File: src/rtl/a2d_serf_pkg.sv
`default_nettype none
// ============================================================================
//  Module      : a2d_serf_pkg
//  Description : Shared types and constants for the A/D converter SPI
//                responder model (state encoding, command field positions,
//                channel geometry, optional noise helper).
//  Revision    : 1.0 - initial release
// ============================================================================
package a2d_serf_pkg;

    // Responder state encoding
    typedef enum logic [1:0] {
        IDLE  = 2'd0,
        SHIFT = 2'd1,
        DONE  = 2'd2
    } serf_state_t;

    // Command word layout: [15:14] must be zero, [13:11] channel, rest ignored
    localparam int CMD_CH_MSB  = 13;
    localparam int CMD_CH_LSB  = 11;
    localparam int CMD_PAD_MSB = 15;

    // Channel geometry
    localparam int NUM_CH   = 8;
    localparam int CH_W     = 12;
    localparam int CH_SEL_W = 3;

    // Adds a small signed offset (nz - 8) to a raw sample and clamps the
    // result to the converter range. Two spare bits keep the intermediate
    // sum from wrapping at either end.
    function automatic logic [CH_W-1:0] noisy_sample(
        input logic [CH_W-1:0] raw,
        input logic [3:0]      nz
    );
        logic signed [CH_W+1:0] s;
        s = $signed({2'b00, raw}) + $signed({{(CH_W-2){1'b0}}, nz}) - 14'sd8;
        if (s < 14'sd0)
            noisy_sample = '0;
        else if (s > 14'sd4095)
            noisy_sample = '1;
        else
            noisy_sample = s[CH_W-1:0];
    endfunction

endpackage : a2d_serf_pkg
`default_nettype wire

File: src/rtl/spi_sync_edge.sv
`default_nettype none
// ============================================================================
//  Module      : spi_sync_edge
//  Description : Multi-flop synchronizer for one asynchronous SPI pin,
//                followed by one history flop that yields single-clk rise
//                and fall pulses. SYNC_STAGES must be at least 2.
//  Revision    : 1.0 - initial release
// ============================================================================
module spi_sync_edge #(
    parameter int   SYNC_STAGES = 2,
    parameter logic RST_VAL     = 1'b0
) (
    input  logic clk,
    input  logic rst,
    input  logic i_d,
    output logic o_lvl,
    output logic o_rise,
    output logic o_fall
);

    logic [SYNC_STAGES-1:0] r_sync;
    logic                   r_prev;

    // Synchronizer chain plus one edge-history flop
    always_ff @(posedge clk) begin
        if (rst) begin
            r_sync <= {SYNC_STAGES{RST_VAL}};
            r_prev <= RST_VAL;
        end else begin
            r_sync <= {r_sync[SYNC_STAGES-2:0], i_d};
            r_prev <= r_sync[SYNC_STAGES-1];
        end
    end

    assign o_lvl  = r_sync[SYNC_STAGES-1];
    assign o_rise =  r_sync[SYNC_STAGES-1] & ~r_prev;
    assign o_fall = ~r_sync[SYNC_STAGES-1] &  r_prev;

endmodule : spi_sync_edge
`default_nettype wire

File: src/rtl/a2d_spi_serf.sv
`default_nettype none
// ============================================================================
//  Module      : a2d_spi_serf
//  Description : SPI mode-0 responder modelling an 8-channel 12-bit A/D
//                converter. Each transaction returns the sample of the
//                channel chosen by the previous command and captures the
//                next command. Optional feature macro: A2D_SERF_NOISE_EN
//                (adds LFSR-driven +/- noise with saturation to results).
//  Revision    : 1.0 - initial release
// ============================================================================
module a2d_spi_serf
    import a2d_serf_pkg::*;
#(
    parameter int XFER_BITS   = 16,
    parameter int SYNC_STAGES = 2
) (
    input  logic                     clk,
    input  logic                     rst,
    input  logic                     i_SS_n,
    input  logic                     i_SCLK,
    input  logic                     i_MOSI,
    output logic                     o_MISO,
    input  logic [NUM_CH*CH_W-1:0]   i_ana_in,
    output logic [CH_SEL_W-1:0]      o_chnnl,
    output logic                     o_cmd_vld,
    output logic                     o_xfer_err,
    output logic                     o_busy
);

    localparam int                 CNT_W      = $clog2(XFER_BITS + 2);
    localparam logic [CNT_W-1:0]   c_CNT_ONE  = CNT_W'(1);
    localparam logic [CNT_W-1:0]   c_CNT_LAST = CNT_W'(XFER_BITS - 1);
    localparam logic [CNT_W-1:0]   c_CNT_FULL = CNT_W'(XFER_BITS);
    localparam logic [CNT_W-1:0]   c_CNT_OVR  = CNT_W'(XFER_BITS + 1);
    localparam int                 ARM_W      = $clog2(SYNC_STAGES + 2);
    localparam logic [ARM_W-1:0]   c_ARM_DONE = ARM_W'(SYNC_STAGES + 1);

    // ------------------------------------------------------------------
    // Pin synchronization and edge detection
    // ------------------------------------------------------------------
    logic w_ss_lvl, w_ss_rise, w_ss_fall;
    logic w_sclk_lvl_unused, w_sclk_rise, w_sclk_fall;
    logic w_mosi_lvl, w_mosi_rise_unused, w_mosi_fall_unused;

    spi_sync_edge #(.SYNC_STAGES(SYNC_STAGES), .RST_VAL(1'b1)) u_sync_ss (
        .clk    (clk),
        .rst    (rst),
        .i_d    (i_SS_n),
        .o_lvl  (w_ss_lvl),
        .o_rise (w_ss_rise),
        .o_fall (w_ss_fall)
    );

    spi_sync_edge #(.SYNC_STAGES(SYNC_STAGES), .RST_VAL(1'b0)) u_sync_sclk (
        .clk    (clk),
        .rst    (rst),
        .i_d    (i_SCLK),
        .o_lvl  (w_sclk_lvl_unused),
        .o_rise (w_sclk_rise),
        .o_fall (w_sclk_fall)
    );

    spi_sync_edge #(.SYNC_STAGES(SYNC_STAGES), .RST_VAL(1'b0)) u_sync_mosi (
        .clk    (clk),
        .rst    (rst),
        .i_d    (i_MOSI),
        .o_lvl  (w_mosi_lvl),
        .o_rise (w_mosi_rise_unused),
        .o_fall (w_mosi_fall_unused)
    );

    // ------------------------------------------------------------------
    // Channel view of the analog bus
    // ------------------------------------------------------------------
    logic [CH_W-1:0] w_ch [NUM_CH];

    for (genvar g = 0; g < NUM_CH; g++) begin : g_ch
        assign w_ch[g] = i_ana_in[g*CH_W +: CH_W];
    end

    // ------------------------------------------------------------------
    // Registered state
    // ------------------------------------------------------------------
    serf_state_t            r_state;
    logic [XFER_BITS-1:0]   r_tx;
    logic [XFER_BITS-1:0]   r_rx;
    logic [CNT_W-1:0]       r_bit_cnt;
    logic [CH_SEL_W-1:0]    r_chnnl;
    logic                   r_miso;
    logic                   r_cmd_vld;
    logic                   r_xfer_err;
    logic                   r_busy;
    logic [ARM_W-1:0]       r_arm_cnt;
    logic                   r_armed;

    // A transaction may start only from IDLE, and only once a genuine
    // high level of SS_n has been seen after reset; a select that is
    // already low at reset release is therefore ignored.
    logic w_accept;
    assign w_accept = (r_state == IDLE) && r_armed && w_ss_fall;

    // ------------------------------------------------------------------
    // Result word loaded at the start of a transaction
    // ------------------------------------------------------------------
    logic [CH_W-1:0]      w_ld_val;
    logic [XFER_BITS-1:0] w_ld_word;

`ifdef A2D_SERF_NOISE_EN
    logic [15:0] r_lfsr;
    logic        w_lfsr_fb;

    assign w_lfsr_fb = r_lfsr[15] ^ r_lfsr[13] ^ r_lfsr[12] ^ r_lfsr[10];
    assign w_ld_val  = noisy_sample(w_ch[r_chnnl], r_lfsr[3:0]);

    // Noise LFSR steps once per accepted transaction start
    always_ff @(posedge clk) begin
        if (rst)
            r_lfsr <= 16'hACE1;
        else if (w_accept)
            r_lfsr <= {r_lfsr[14:0], w_lfsr_fb};
    end
`else
    assign w_ld_val = w_ch[r_chnnl];
`endif

    assign w_ld_word = {{(XFER_BITS-CH_W){1'b0}}, w_ld_val};

    // Arms transaction acceptance once synchronized SS_n reflects the pin
    // and has been observed high
    always_ff @(posedge clk) begin
        if (rst) begin
            r_arm_cnt <= '0;
            r_armed   <= 1'b0;
        end else begin
            if (r_arm_cnt != c_ARM_DONE)
                r_arm_cnt <= r_arm_cnt + 1'b1;
            if ((r_arm_cnt == c_ARM_DONE) && w_ss_lvl)
                r_armed <= 1'b1;
        end
    end

    // Transaction FSM with registered outputs
    always_ff @(posedge clk) begin
        if (rst) begin
            r_state    <= IDLE;
            r_tx       <= '0;
            r_rx       <= '0;
            r_bit_cnt  <= '0;
            r_chnnl    <= '0;
            r_miso     <= 1'b0;
            r_cmd_vld  <= 1'b0;
            r_xfer_err <= 1'b0;
            r_busy     <= 1'b0;
        end else begin
            r_cmd_vld  <= 1'b0;
            r_xfer_err <= 1'b0;
            case (r_state)
                IDLE: begin
                    r_busy <= 1'b0;
                    r_miso <= 1'b0;
                    if (w_accept) begin
                        r_tx      <= w_ld_word;
                        r_miso    <= w_ld_word[XFER_BITS-1];
                        r_bit_cnt <= '0;
                        r_busy    <= 1'b1;
                        r_state   <= SHIFT;
                    end
                end
                SHIFT: begin
                    // SS_n rising takes priority over any coincident SCLK edge
                    if (w_ss_rise) begin
                        r_busy <= 1'b0;
                        r_miso <= 1'b0;
                        if (r_bit_cnt == c_CNT_FULL) begin
                            r_state <= DONE;
                        end else begin
                            r_xfer_err <= 1'b1;
                            r_state    <= IDLE;
                        end
                    end else if (w_sclk_rise) begin
                        r_rx <= {r_rx[XFER_BITS-2:0], w_mosi_lvl};
                        if (r_bit_cnt != c_CNT_OVR)
                            r_bit_cnt <= r_bit_cnt + 1'b1;
                    end else if (w_sclk_fall && (r_bit_cnt >= c_CNT_ONE) &&
                                 (r_bit_cnt <= c_CNT_LAST)) begin
                        // MISO follows the bit that moves into the MSB
                        r_tx   <= {r_tx[XFER_BITS-2:0], 1'b0};
                        r_miso <= r_tx[XFER_BITS-2];
                    end
                end
                DONE: begin
                    if (r_rx[CMD_PAD_MSB -: 2] == 2'b00) begin
                        r_chnnl   <= r_rx[CMD_CH_MSB:CMD_CH_LSB];
                        r_cmd_vld <= 1'b1;
                    end else begin
                        r_xfer_err <= 1'b1;
                    end
                    r_state <= IDLE;
                end
                default: begin
                    r_state <= IDLE;
                end
            endcase
        end
    end

    // Bits deliberately left unread: low command field and the shifted-out
    // MSB of the result register (MISO is taken from its own flop)
    logic w_unused;
    assign w_unused = ^{r_rx[CMD_CH_LSB-1:0], r_tx[XFER_BITS-1],
                        w_sclk_lvl_unused, w_mosi_rise_unused, w_mosi_fall_unused};

    assign o_MISO     = r_miso;
    assign o_chnnl    = r_chnnl;
    assign o_cmd_vld  = r_cmd_vld;
    assign o_xfer_err = r_xfer_err;
    assign o_busy     = r_busy;

endmodule : a2d_spi_serf
`default_nettype wire

File: config.mk
export PLATFORM = sky130hd
export DESIGN_NAME = a2d_spi_serf
export DESIGN_NICKNAME = d
export VERILOG_FILES = /design/src/rtl/a2d_serf_pkg.sv /design/src/rtl/spi_sync_edge.sv /design/src/rtl/a2d_spi_serf.sv
export SDC_FILE = /design/constraint.sdc
export NUM_CORES = 1
export LEC_CHECK = 0
export ABC_CLOCK_PERIOD_IN_PS = 2600
export BUFFER_PORTS_ARGS = -buffer_cell sky130_fd_sc_hd__buf_2
export CAP_MARGIN = 40
export CORE_MARGIN = 1
export CORE_UTILIZATION = 53
export CTS_BUF_LIST = sky130_fd_sc_hd__clkbuf_2 sky130_fd_sc_hd__clkbuf_4 sky130_fd_sc_hd__clkbuf_8
export CTS_CLUSTER_SIZE = 16
export DETAILED_ROUTE_END_ITERATION = 8
export GPL_TIMING_DRIVEN = 0
export MAX_ROUTING_LAYER = met4
export PLACE_DENSITY = 0.83
export SYNTH_ARGS = -nofsm -noshare
export SYNTH_HDL_FRONTEND = slang
export SYNTH_HIERARCHICAL = 1
export SYNTH_SLANG_ARGS = --single-unit
File: constraint.sdc
create_clock -name clk -period 2.6 [get_ports clk]
set_input_delay 0.52 -clock clk [delete_from_list [all_inputs] [get_ports clk]]
set_output_delay 0.52 -clock clk [all_outputs]
set_load 0.01 [all_outputs]
==> metrics.txt <==
Max transition margin=between 50% and 60%; Critical Path Max Stage Delay=around 0.56 ns; Hold Crit Depth=2; detailed-placement wirelength estimate=roughly 6.3 mm; Via density=roughly 5.8; clk buf depth=2; TritonCTS clock tree=built; final hold violation count=0; Worst Path Max Fanout=10; Bufs and invs on worst path=3; data required time of the worst path=about 2.8 ns; setup repair bufs after CTS=0; worst-margin pin slew=around 0.7 ns; vias=approximately 3000; Fmax achieved=between 400 and 500 MHz; Die W=a little over 80 um; clock period minus worst slack=2.31 ns; HP Class=primary input to flop; critical path type=flop to flop; Starting Density=between 50 and 60%; Critical Path End Type=flop; filler cell count=around 470; CP max-delay cell=mux4_2; DIE HEIGHT=about 80 um; fin. max-slew vios=0; final setup vio count=0; nets=550; PortBufs=approximately 110; global route total overflow=0; initial antenna violation count=0; H-Tree Depth=2; Worst Reg2Reg Path Length in Cells=6; Final Instance Area=between 0.003 and 0.004 mm^2; Total Neg Setup Slack=0 ns; Die Area=between 0.006 and 0.007 mm^2; Cell Area, Synth=approximately 0.0033 mm^2; P_leak=approximately 1.6 nW; clk root buf=clkbuf_8; CP startpoint kind=flop; outcome=completed; Critical Path AT=about 2.5 ns; wire length per cell=~16 um; non-filler cells, final=between 500 and 600; Worst VDD drop=~0.00036 V; total power=~0.0016 W; syn avg cell area=between 9 and 10 um^2; Placed Cells=just over 500; CORE AREA=0.00592 mm^2; Synthesized Nets=436; drt first pass iters=5; RD Place Congestion=around 0.86; Tcrit/Tclk final=between 80% and 90%; Routed Antenna Nets=0; CP Cell Sequence=buf_2, buf_2, buf_2, mux4_2, a22oi_1, o211ai_1; io pins=108; post-place instance area=between 0.003 and 0.004 mm^2; CP most frequent cell=buf_2; CTS Buf Count=5; Tot GR Track Use=26.1%; Max Cap Violations=0; row count=28; ant diodes=0; Synth Instances=about 330; worst-skew pair later-pin latency=approximately 0.32 ns; RSZ-0062 raised after global routing=false; synthesis-to-finish area growth=22.2%; Pwr Density=391 mW/mm^2; Routed WL=just over 8 mm; yosys warns=6; critical path depth=6; first-iteration detailed-routing DRC count=~280; share of cells above drive strength 1=between 30% and 40%; DRC errors left=0; vias in the first global route=around 2600; cells resized by post-CTS repair=0; CTS clk-pin slew, worst paths=0.11 ns; global-route wire length before repair=12.4 mm; Layout Skew=0.0113 ns; delay-heaviest family, CP=buffers and inverters; pin count of the biggest net entering global routing=20; CTS Hold Bufs=0; clock sinks=56
final cells by class:
| class | instances | area (um^2) | share of cell area, % |
|---|---|---|---|
| Buffer | 23 | 184 | 4.61 |
| Tap cell | 75 | 93.8 | 2.35 |
| Clock buffer | 5 | 68.8 | 1.73 |
| Clock inverter | 3 | 26.3 | 0.659 |
| Inverter | 8 | 30.0 | 0.753 |
| Timing Repair Buffer | 107 | 536 | 13.4 |
| Sequential cell | 56 | 1120 | 28.1 |
| Multi-Input combinational cell | 240 | 1930 | 48.3 |
per-stage QoR:
stage / setup slack [ns] / hold WS, ns / utilization [%]
CTS: 0.251 / 0.374 / 67.3
finish: 0.289 / 0.378 / 67.3
floorplan: 0.495 / 0.383 / -
detailed placement: 0.258 / 0.395 / 65.7
global route: 0.0693 / 0.388 / 67.3
global placement: 0.292 / 0.392 / 65.7
worst register-to-register path: cells and delay by family, from the launching register on:
family / cells / cell delay, ns
AOI/OAI and AO/OA: 2 / 0.30
buffers and inverters: 3 / 0.99
DFF: 1 / 0.34
muxes: 1 / 0.56
placed cells by master, fill, tap and decap left out, drive strengths merged, types with 3 or more instances in the layout:
cell,count
inv,9
o211ai,7
dfxtp,56
a21oi,26
o21ai,9
nand2,57
nor3,3
mux2i,9
a22o,4
nand3,13
o32ai,3
nor2,9
or2,5
mux2,7
clkbuf,23
a221o,4
a22oi,7
buf,112
mux4,24
nor2b,11
nand2b,7
ha,8
sequential cells by signal, summed over array words and instances (netlist names):
register            cells
r_armed                 1
r_bit_cnt               5
r_tx                   15
u_sync_mosi/r_sync      2
o_chnnl                 3
o_MISO                  1
r_rx                   16
u_sync_ss/r_sync        2
u_sync_sclk/r_sync      2
o_busy                  1
u_sync_ss/r_prev        1
u_sync_sclk/r_prev      1
r_state                 2
o_cmd_vld               1
r_arm_cnt               2
o_xfer_err              1
where the power goes:
group	total, W	switching (W)	internal, W
logic	0.000180	0.0000742	0.000106
registers	0.000882	0.00000845	0.000873
clock network	0.000498	0.000301	0.000197
total	0.00156	0.000384	0.00118
path summary, 6_finish.rpt:
path,from,to,slack [ns]
max,o_chnnl[0]$_SDFFE_PP0P_,r_tx[11]$_SDFFE_PP0P_,0.29
min,i_SS_n,u_sync_ss/r_sync[0]$_SDFF_PP1_,0.38
max reg2reg,o_chnnl[0]$_SDFFE_PP0P_,r_tx[11]$_SDFFE_PP0P_,0.29
min reg2reg,u_sync_ss/r_sync[0]$_SDFF_PP1_,u_sync_ss/r_sync[1]$_SDFF_PP1_,0.43
routing by layer:
layer | GRT usage (%) | wire (um)
met1 | 35.3 | 3620
met2 | 40.0 | 4030
met3 | 5.00 | 391
met4 | 6.96 | 38
met5 | - | 0
Note: power is estimated with default switching activity, not from simulation.
